==> src/rtl/io_unit.sv <==
// rtl/io_unit.sv - IN/OUT responder: debounced Enter handshake for IN, display latch for OUT.
module io_unit #(
  parameter int DATA_W          = 32,
  parameter int SW_W            = 16,
  parameter int DEBOUNCE_CYCLES = 50000
) (
  input  logic              clock,
  input  logic              reset,
  input  logic [1:0]        OpIO,
  input  logic [DATA_W-1:0] outData,
  input  logic [SW_W-1:0]   switches,
  input  logic              enterBtn,
  output logic [DATA_W-1:0] inData,
  output logic              inValid,
  output logic              stall,
  output logic [DATA_W-1:0] display,
  output logic              outValid,
  output logic              waiting
);

  typedef enum logic [1:0] {IDLE, WAIT_PRESS, CAPTURE, WAIT_RELEASE} state_t;

  localparam int CNT_W = (DEBOUNCE_CYCLES > 2) ? $clog2(DEBOUNCE_CYCLES) : 1;
  localparam logic [CNT_W-1:0] CNT_MAX = CNT_W'(DEBOUNCE_CYCLES - 1);

  state_t            state_q;
  logic              sync1_q, sync2_q;
  logic              stable_q, stable_d;
  logic              press_q;
  logic [CNT_W-1:0]  cnt_q, cnt_d;
  logic [DATA_W-1:0] in_data_q, display_q;
  logic              in_valid_q, out_valid_q, waiting_q;
  logic              op_in, op_out;

  assign op_in  = (OpIO == 2'b01);
  assign op_out = (OpIO == 2'b10);

  // Gated by reset so the CPU is never held while the block itself is in reset.
  assign stall = reset & ((state_q == IDLE && op_in) ||
                          (state_q == WAIT_PRESS) ||
                          (state_q == WAIT_RELEASE && op_in));

  always_comb begin
    stable_d = stable_q;
    cnt_d    = '0;
    if (sync2_q != stable_q) begin
      if (cnt_q == CNT_MAX) begin
        stable_d = sync2_q;
      end else begin
        cnt_d = cnt_q + CNT_W'(1);
      end
    end
  end

  always_ff @(posedge clock or negedge reset) begin
    if (!reset) begin
      sync1_q  <= 1'b0;
      sync2_q  <= 1'b0;
      stable_q <= 1'b0;
      cnt_q    <= '0;
      press_q  <= 1'b0;
    end else begin
      sync1_q  <= enterBtn;
      sync2_q  <= sync1_q;
      stable_q <= stable_d;
      cnt_q    <= cnt_d;
      press_q  <= stable_d & ~stable_q;
    end
  end

  always_ff @(posedge clock or negedge reset) begin
    if (!reset) begin
      state_q    <= IDLE;
      in_data_q  <= '0;
      in_valid_q <= 1'b0;
      waiting_q  <= 1'b0;
    end else begin
      in_valid_q <= 1'b0;
      case (state_q)
        IDLE: begin
          if (op_in) begin
            state_q   <= WAIT_PRESS;
            waiting_q <= 1'b1;
          end
        end
        WAIT_PRESS: begin
          if (press_q) begin
            in_data_q  <= DATA_W'(switches);
            in_valid_q <= 1'b1;
            waiting_q  <= 1'b0;
            state_q    <= CAPTURE;
          end
        end
        CAPTURE: state_q <= WAIT_RELEASE;
        WAIT_RELEASE: begin
          // A still-held button must be released before another IN can be served.
          if (!stable_q) begin
            if (op_in) begin
              state_q   <= WAIT_PRESS;
              waiting_q <= 1'b1;
            end else begin
              state_q <= IDLE;
            end
          end
        end
        default: state_q <= IDLE;
      endcase
    end
  end

  always_ff @(posedge clock or negedge reset) begin
    if (!reset) begin
      display_q   <= '0;
      out_valid_q <= 1'b0;
    end else begin
      out_valid_q <= op_out & ~stall;
      if (op_out && !stall) begin
        display_q <= outData;
      end
    end
  end

  assign inData   = in_data_q;
  assign inValid  = in_valid_q;
  assign display  = display_q;
  assign outValid = out_valid_q;
  assign waiting  = waiting_q;

endmodule

==> config.mk <==
export PLATFORM = sky130hd
export DESIGN_NAME = io_unit
export DESIGN_NICKNAME = d
export VERILOG_FILES = /design/src/rtl/io_unit.sv
export SDC_FILE = /design/constraint.sdc
export NUM_CORES = 1
export LEC_CHECK = 0
export CAP_MARGIN = 20
export CORE_UTILIZATION = 47
export DETAILED_ROUTE_END_ITERATION = 7
export HOLD_SLACK_MARGIN = 0.08
export PLACE_DENSITY = 0.82
export SYNTH_ARGS = -nofsm -noshare
export SYNTH_HDL_FRONTEND = slang
export SYNTH_SLANG_ARGS = --single-unit
==> constraint.sdc <==
create_clock -name clock -period 3.26 [get_ports clock]
set_input_delay 0.978 -clock clock [delete_from_list [all_inputs] [get_ports clock]]
set_output_delay 0.978 -clock clock [all_outputs]
set_load 0.1 [all_outputs]
==> metrics.json <==
{
  "min_path": {
    "hold-path-endpoint": "sync2_q$_DFF_PN0_",
    "holdCritStartpoint": "sync1_q$_DFF_PN0_",
    "min_delay_path_depth": 0,
    "holdCritPathClass": "reg -> reg"
  },
  "setup_path": {
    "worst_r2r_path_depth": 3,
    "regToRegEndpoint": "stable_q$_DFF_PN0_",
    "critical_path.max_stage_delay_ns": 0.54,
    "cp-start-kind": "input pin",
    "critical_path_required_ns": 2.28,
    "worst_path_max_delay_cell": "sky130_fd_sc_hd__clkdlybuf4s50_1",
    "timing.critical_path.arrival_ns": 2.08,
    "worst_setup_path_end_kind": "output port",
    "critical_path_peak_fanout": 3,
    "cp_cell_sequence": "clkdlybuf4s50_1 -> nand2b_1 -> nor2_1 -> o21a_1 -> buf_12",
    "r2r_slack_ns": 1.28,
    "crit_type": "in -> out",
    "path_delay_family": "buffers and inverters",
    "worst_path_bufs_invs": 2,
    "launching_point_of_the_worst_reg2reg_path": "cnt_q[4]$_DFF_PN0_"
  },
  "timing": {
    "maxSlewHeadroom_pct": 41.3,
    "rsz0062_at_grt": "no",
    "tightestPinTransition_ns": 0.881,
    "final_hold_violating_endpoints": 0,
    "setup_slack_after_layout_ns": 0.199,
    "final.setup_skew_ns": 0.00642,
    "fin_hold_ws_ns": 0.362,
    "setup_violations": 0,
    "period_minus_slack_ns": 3.06,
    "slew_violations": 0,
    "fmax_mhz": 327,
    "tns_ns": 0,
    "final.period_utilization_pct": 93.9
  },
  "global_route": {
    "grt_use_total_pct": 18.7,
    "via_count_of_the_first_global_routing_pass": 2205,
    "wire_length_of_the_first_global_routing_pass_um": 10100,
    "grt.overflow.total": 0,
    "largest_net_degree_at_the_start_of_global_routing": 74,
    "antenna_found_initial": 0
  },
  "synth": {
    "largest_family_of_logic_cells_by_synthesized_area": "multiplexers",
    "synthMuxAreaShare_pct": 17.8,
    "synth.most_common_cell": "sky130_fd_sc_hd__dfrtp_1",
    "post_synth_and_or_nand_nor_area_fraction_pct": 8.91,
    "yosysSeqAreaShare_pct": 58.6,
    "synth_enable_flop_cells": 0,
    "synth_flop_cell": "sky130_fd_sc_hd__dfrtp_1",
    "yosys_warnings": 0,
    "synth.avg_cell_area_um2": 13.2,
    "leading_cell_types_by_total_area_after_synthesis": "sky130_fd_sc_hd__dfrtp_1, sky130_fd_sc_hd__mux2_2, sky130_fd_sc_hd__buf_4",
    "synth_compound_area_share_pct": 2.57,
    "synth_common_cells": "sky130_fd_sc_hd__dfrtp_1, sky130_fd_sc_hd__mux2_2, sky130_fd_sc_hd__nor2_1",
    "yosys.area_share.xor_xnor_pct": 3.93,
    "syn-instance-count": 236,
    "synth-adder-area-share_pct": 2.41,
    "ys_async_sr_fraction_pct": 100,
    "synth_seq_cells": 73,
    "synth_top_cell_area_share_pct": 58.6,
    "netlist-cell-type-count": 36,
    "synth_top_area_cell": "sky130_fd_sc_hd__dfrtp_1",
    "synth_area_um2": 3120
  },
  "route": {
    "drt-total-wl_um": 6060,
    "route.antenna.remaining_nets": 0,
    "first_pass_iters": 5,
    "drcViolationCount": 0,
    "detailedRoute.firstIterationViolations": 93,
    "routed-via-count": 2139,
    "avgViaCountPerCell": 4.99,
    "avgRoutedWirePerCell_um": 14.1
  },
  "placement": {
    "detailedPlace.worstSlack_ns": 0.203,
    "routabilityCongestion": 0.756,
    "dp_cells": 413,
    "post-dp-hpwl_um": 4330,
    "placement.cell_area_um2": 4080,
    "port_buffers": 104
  },
  "clock_tree": {
    "cts_resized": 0,
    "clkSinkCount": 73,
    "cts_root_buffer": "sky130_fd_sc_hd__clkbuf_8",
    "clk_pin_slew_worst_paths_ns": 0.07,
    "holdBufCountCts": 0,
    "insertion_delay_ns": 0.34,
    "cts_tree": "done",
    "clock_tree.buffer_depth": 2,
    "postCtsSetupBuffers": 0,
    "ctsHtreeMaxLevel": 3,
    "cts_buffers": 9
  },
  "pwr": {
    "p_leak_nw": 1.90,
    "comb_power_share_pct": 48.1,
    "clkPwrFrac_pct": 19.7,
    "finalPower_mw": 3.53,
    "share_seq_of_total_power_pct": 32.2,
    "p_switching_mw": 1.71,
    "proportion_of_total_power_due_to_net_switching_pct": 48.3,
    "irDropWorstVdd_v": 0.000742,
    "power_report.internal_total_mw": 1.82,
    "cellPowerDensity_nw_per_um2": 825
  },
  "cells_and_area": {
    "stdcell_count": 429,
    "layout-drive-gt1-share_pct": 35.2,
    "nets": 406,
    "finalInstanceArea_um2": 4280,
    "utilization_of_the_core_after_routing_pct": 67.0,
    "final_antenna_diode_count": 0,
    "area_delta_synth_final_pct": 37.2
  },
  "die": {
    "initial_utilization_pct": 48.8,
    "top_level_ports": 121,
    "die_area_um2": 6960,
    "rows": 29,
    "die_w_um": 83.5,
    "fp.dieH_um": 83.5,
    "core_area_um2": 6390
  },
  "status": {
    "status": "finished clean"
  },
  "job": {
    "max_cap_viol_count": 0
  }
}
==> power by group through the flow <==
stage | Combinational (mW) | Clock [mW] | Sequential [mW]
final | 1.70 | 0.695 | 1.14
after global routing | 1.75 | 0.752 | 1.16
after CTS | 1.71 | 0.721 | 1.14
after detailed placement | 1.71 | 0 | 1.15
after global placement | 1.70 | 0 | 1.15
after floorplan | 0.372 | 0 | 2.11
==> logic make-up after synthesis <==
logic type      count (synthesis)
compound gates                 13
xor+xnor                       14
fa+ha+maj                       6
buf+inv                        28
flops                          73
mux                            49
other cells                     1
simple gates                   52
==> state kept, by name, summed over array words and instances (netlist names), 2 cells and up <==
register	cells
display	32
cnt_q	16
inData	16
state_q	2
==> cell usage in the layout (no fill, tap or decap), types with 3 or more instances in the layout <==
| cell type | n |
|---|---|
| sky130_fd_sc_hd__o21ai_0 | 4 |
| sky130_fd_sc_hd__clkbuf_8 | 10 |
| sky130_fd_sc_hd__mux2_2 | 48 |
| sky130_fd_sc_hd__dfrtp_1 | 73 |
| sky130_fd_sc_hd__inv_1 | 7 |
| sky130_fd_sc_hd__ha_1 | 6 |
| sky130_fd_sc_hd__nand4_1 | 4 |
| sky130_fd_sc_hd__xnor2_1 | 9 |
| sky130_fd_sc_hd__a21oi_1 | 4 |
| sky130_fd_sc_hd__nor4_1 | 3 |
| sky130_fd_sc_hd__clkdlybuf4s50_1 | 51 |
| sky130_fd_sc_hd__conb_1 | 16 |
| sky130_fd_sc_hd__nor3_1 | 3 |
| sky130_fd_sc_hd__buf_4 | 53 |
| sky130_fd_sc_hd__xor2_1 | 5 |
| sky130_fd_sc_hd__nor2_1 | 18 |
| sky130_fd_sc_hd__nand2_1 | 8 |
| sky130_fd_sc_hd__nand3_1 | 4 |
==> area by class of cell <==
cell class,instances,area (µm²)
Clock buffer,11,141
Clock inverter,5,55.1
Fill cell,493,2110
Inverter,7,26.3
Multi-Input combinational cell,150,1180
Sequential cell,73,1830
Tap cell,77,96.3
Timing Repair Buffer,106,948
==> how the worst max path moves through the flow <==
stage / startpoint / end / slack (ns) / depth (start not counted)
after global placement: OpIO[0] / stall / 0.24 / 5
final: OpIO[0] / stall / 0.20 / 5
after CTS: OpIO[0] / stall / 0.19 / 5
after global routing: OpIO[0] / stall / 0.14 / 5
after detailed placement: OpIO[0] / stall / 0.20 / 5
after floorplan: OpIO[1] / stall / 0.34 / 3
==> metal layers <==
layer / share of wire (%) / track usage [%]
met2: 51 / 30.8
met1: 41 / 23.1
met4: 2.1 / 8.78
met3: 5.6 / 4.75
met5: 0 / 0
==> worst register-to-register path, cell delays in order, from the launching register on <==
cell and delay (ns):
sky130_fd_sc_hd__dfrtp_1 0.45, sky130_fd_sc_hd__or4b_1 0.53, sky130_fd_sc_hd__or4_4 0.58, sky130_fd_sc_hd__mux2_4 0.32
(Power assumes the default switching activity.)
==> edit: new RTL, config.mk and constraints unchanged <==
Reset style: synchronous (`reset`), changed in 3 clocked blocks.
--- a/src/rtl/io_unit.sv
+++ b/src/rtl/io_unit.sv
@@ -54,3 +54,3 @@
 
-  always_ff @(posedge clock or negedge reset) begin
+  always_ff @(posedge clock) begin
     if (!reset) begin
@@ -70,3 +70,3 @@
 
-  always_ff @(posedge clock or negedge reset) begin
+  always_ff @(posedge clock) begin
     if (!reset) begin
@@ -110,3 +110,3 @@
 
-  always_ff @(posedge clock or negedge reset) begin
+  always_ff @(posedge clock) begin
     if (!reset) begin
Check against the original RTL: differs if reset is asserted again (counterexample within 4 cycles, from zero or initial values and one cycle with reset low); with reset held inactive, the same outputs for 10 cycles.
==> edit against the original RTL <==
- area after synthesis down 6.7%
- wire length rose by 9.8%
- cell area is 4.9% lower
- die area fell by 6.5%
- utilization up 1.4 points
- count of clock-buffer cells in the layout unchanged
- critical path depth stayed put
- sequential share of layout area decreased by 6.8 points
- sequential cell count unchanged
- setup slack got worse by 0.11 ns
- cell count grew 25%
Power is not compared: it rests on default switching activity, and its combinational part moved more than twofold at a synthesized area within 25%.
==> edit: results (changes against the original RTL) <==
antenna_cells: 0  # unchanged
async_flop_share_pct: 0  # was 100%
place_hpwl_um: 4630  # was 4330 µm
drive_gt1_share_pct: 16.7  # was 35.2%
place.port_buffers: 104  # unchanged
cp_top_family: "buffers and inverters"  # unchanged
cellLeakagePower_uw: 0.00162
numCtsBuffers: 9  # unchanged
grt_usage_pct: 22.0  # was 18.7%
fin_skew_ns: 0.00819  # was 0.00642 ns
synth.area.top_cells: "dfxtp_1, nand2_1, a21oi_1"  # was dfrtp_1, mux2_2, buf_4
avgSynthCellArea_um2: 8.24  # was 13.2 µm²
rrSetupSlack_ns: 1.47  # was 1.28 ns
tightest_slew_ns: 0.575  # was 0.881 ns
fin_nets: 514  # was 406
gp_congestion: 0.751  # was 0.756
clock-root-buffer: "clkbuf_8"  # unchanged
wire_per_inst_um: 12.4  # was 14.1 µm
critPathMaxFanout: 4  # was 3
largest_reg_flops: 32  # unchanged
cp_slowest_stage_delay_ns: 0.50  # was 0.54 ns
antenna_found_initial: 0  # unchanged
detail_route.first_pass.iterations: 4  # was 5
ys_top_cells_by_count: "nand2_1, dfxtp_1, a21oi_1"  # was dfrtp_1, mux2_2, nor2_1
grt_pass1_vias: 2343  # was 2,205
min_path_cells: 1  # was 0
synth_ff_type: "dfxtp_1"  # was dfrtp_1
dp.cells: 519  # was 413
status: "completed"  # unchanged
num_vias: 2605  # was 2,139
cts_resized: 0  # unchanged
r2r_cells: 5  # was 3
holdCritPathClass: "reg -> reg"  # unchanged
ys_types: 36  # unchanged
grt_max_degree: 55  # was 74
clkTransAtPathRegs_ns: 0.07  # about the same
ir_worst_vdd_uv: 387
ant_nets: 0  # unchanged
cts_max_path_buffers: 2  # unchanged
slowest_stage: "clkdlybuf4s50_1"  # unchanged
drt_iter0_drc: 108  # was 93
yosysWarningCount: 0  # unchanged
stdcell_count: 535  # was 429
cts_setup_buffers: 0  # unchanged
clock_latency_ns: 0.34  # about the same
seq_area_frac_synth_pct: 50.2  # was 58.6%
cts_max_level: 3  # unchanged
grt_pass1_wl_um: 10800  # was 10,100 µm
edit: changes by cell type after synthesis, sizes merged, moves of 48 or more:
cell	change
dfrtp	-73
a21oi	+48
dfxtp	+73
nand2	+94
mux2	-49
edit: layout make-up:
class | instances | area (µm²)
inverter | 8 | 30.0
sequential | 73 | 1460
fill | 499 | 1890
clock buffer | 11 | 141
tap | 75 | 93.8
clock inverter | 5 | 103
timing repair buffer | 109 | 961
multi-input combinational | 254 | 1280
edit: layer usage:
layer | global-route usage (%) | wire length [µm]
met2 | 34.5 | 3020
met3 | 6.48 | 584
met5 | 0 | 0
met4 | 11.6 | 136
met1 | 27.1 | 2910
edit: kinds of logic (layout without fill, tap and decap cells):
family          Yosys count  in the layout  share of synthesized area [%]
flops                    73             73                           50.2
mux                       2              2                          0.688
xor+xnor                 14             14                           4.22
fa+ha+maj                 6              6                           2.58
other cells               1             16                          0.129
buf+inv                  41            133                           7.91
compound gates           59             59                           10.7
simple gates            157            157                           23.6
edit: path summary, 6_finish.rpt:
path,startpoint,end
max reg2reg,state_q[1]$_SDFFE_PN0P_,state_q[0]$_SDFFE_PN0P_
min reg2reg,sync1_q$_SDFF_PN0_,sync2_q$_SDFF_PN0_
max,OpIO[0],stall
min,sync1_q$_SDFF_PN0_,sync2_q$_SDFF_PN0_
edit: through the flow:
stage                     power, µW  hold slack [ns]  setup slack (ns)  area (µm²)
after detailed placement       1650            0.435            0.0627        3820
after global routing           2600            0.458            0.0171        4070
final                          2480            0.445            0.0926        4070
after CTS                      2500            0.450            0.0489        4070
after global placement         1640            0.418             0.113        3820
after floorplan                1490            0.412             0.142        2970
edit: power by group:
| part | internal [µW] | switching (µW) |
|---|---|---|
| clock network | 528 | 317 |
| logic | 181 | 490 |
| registers | 935 | 28.6 |
| total | 1640 | 836 |
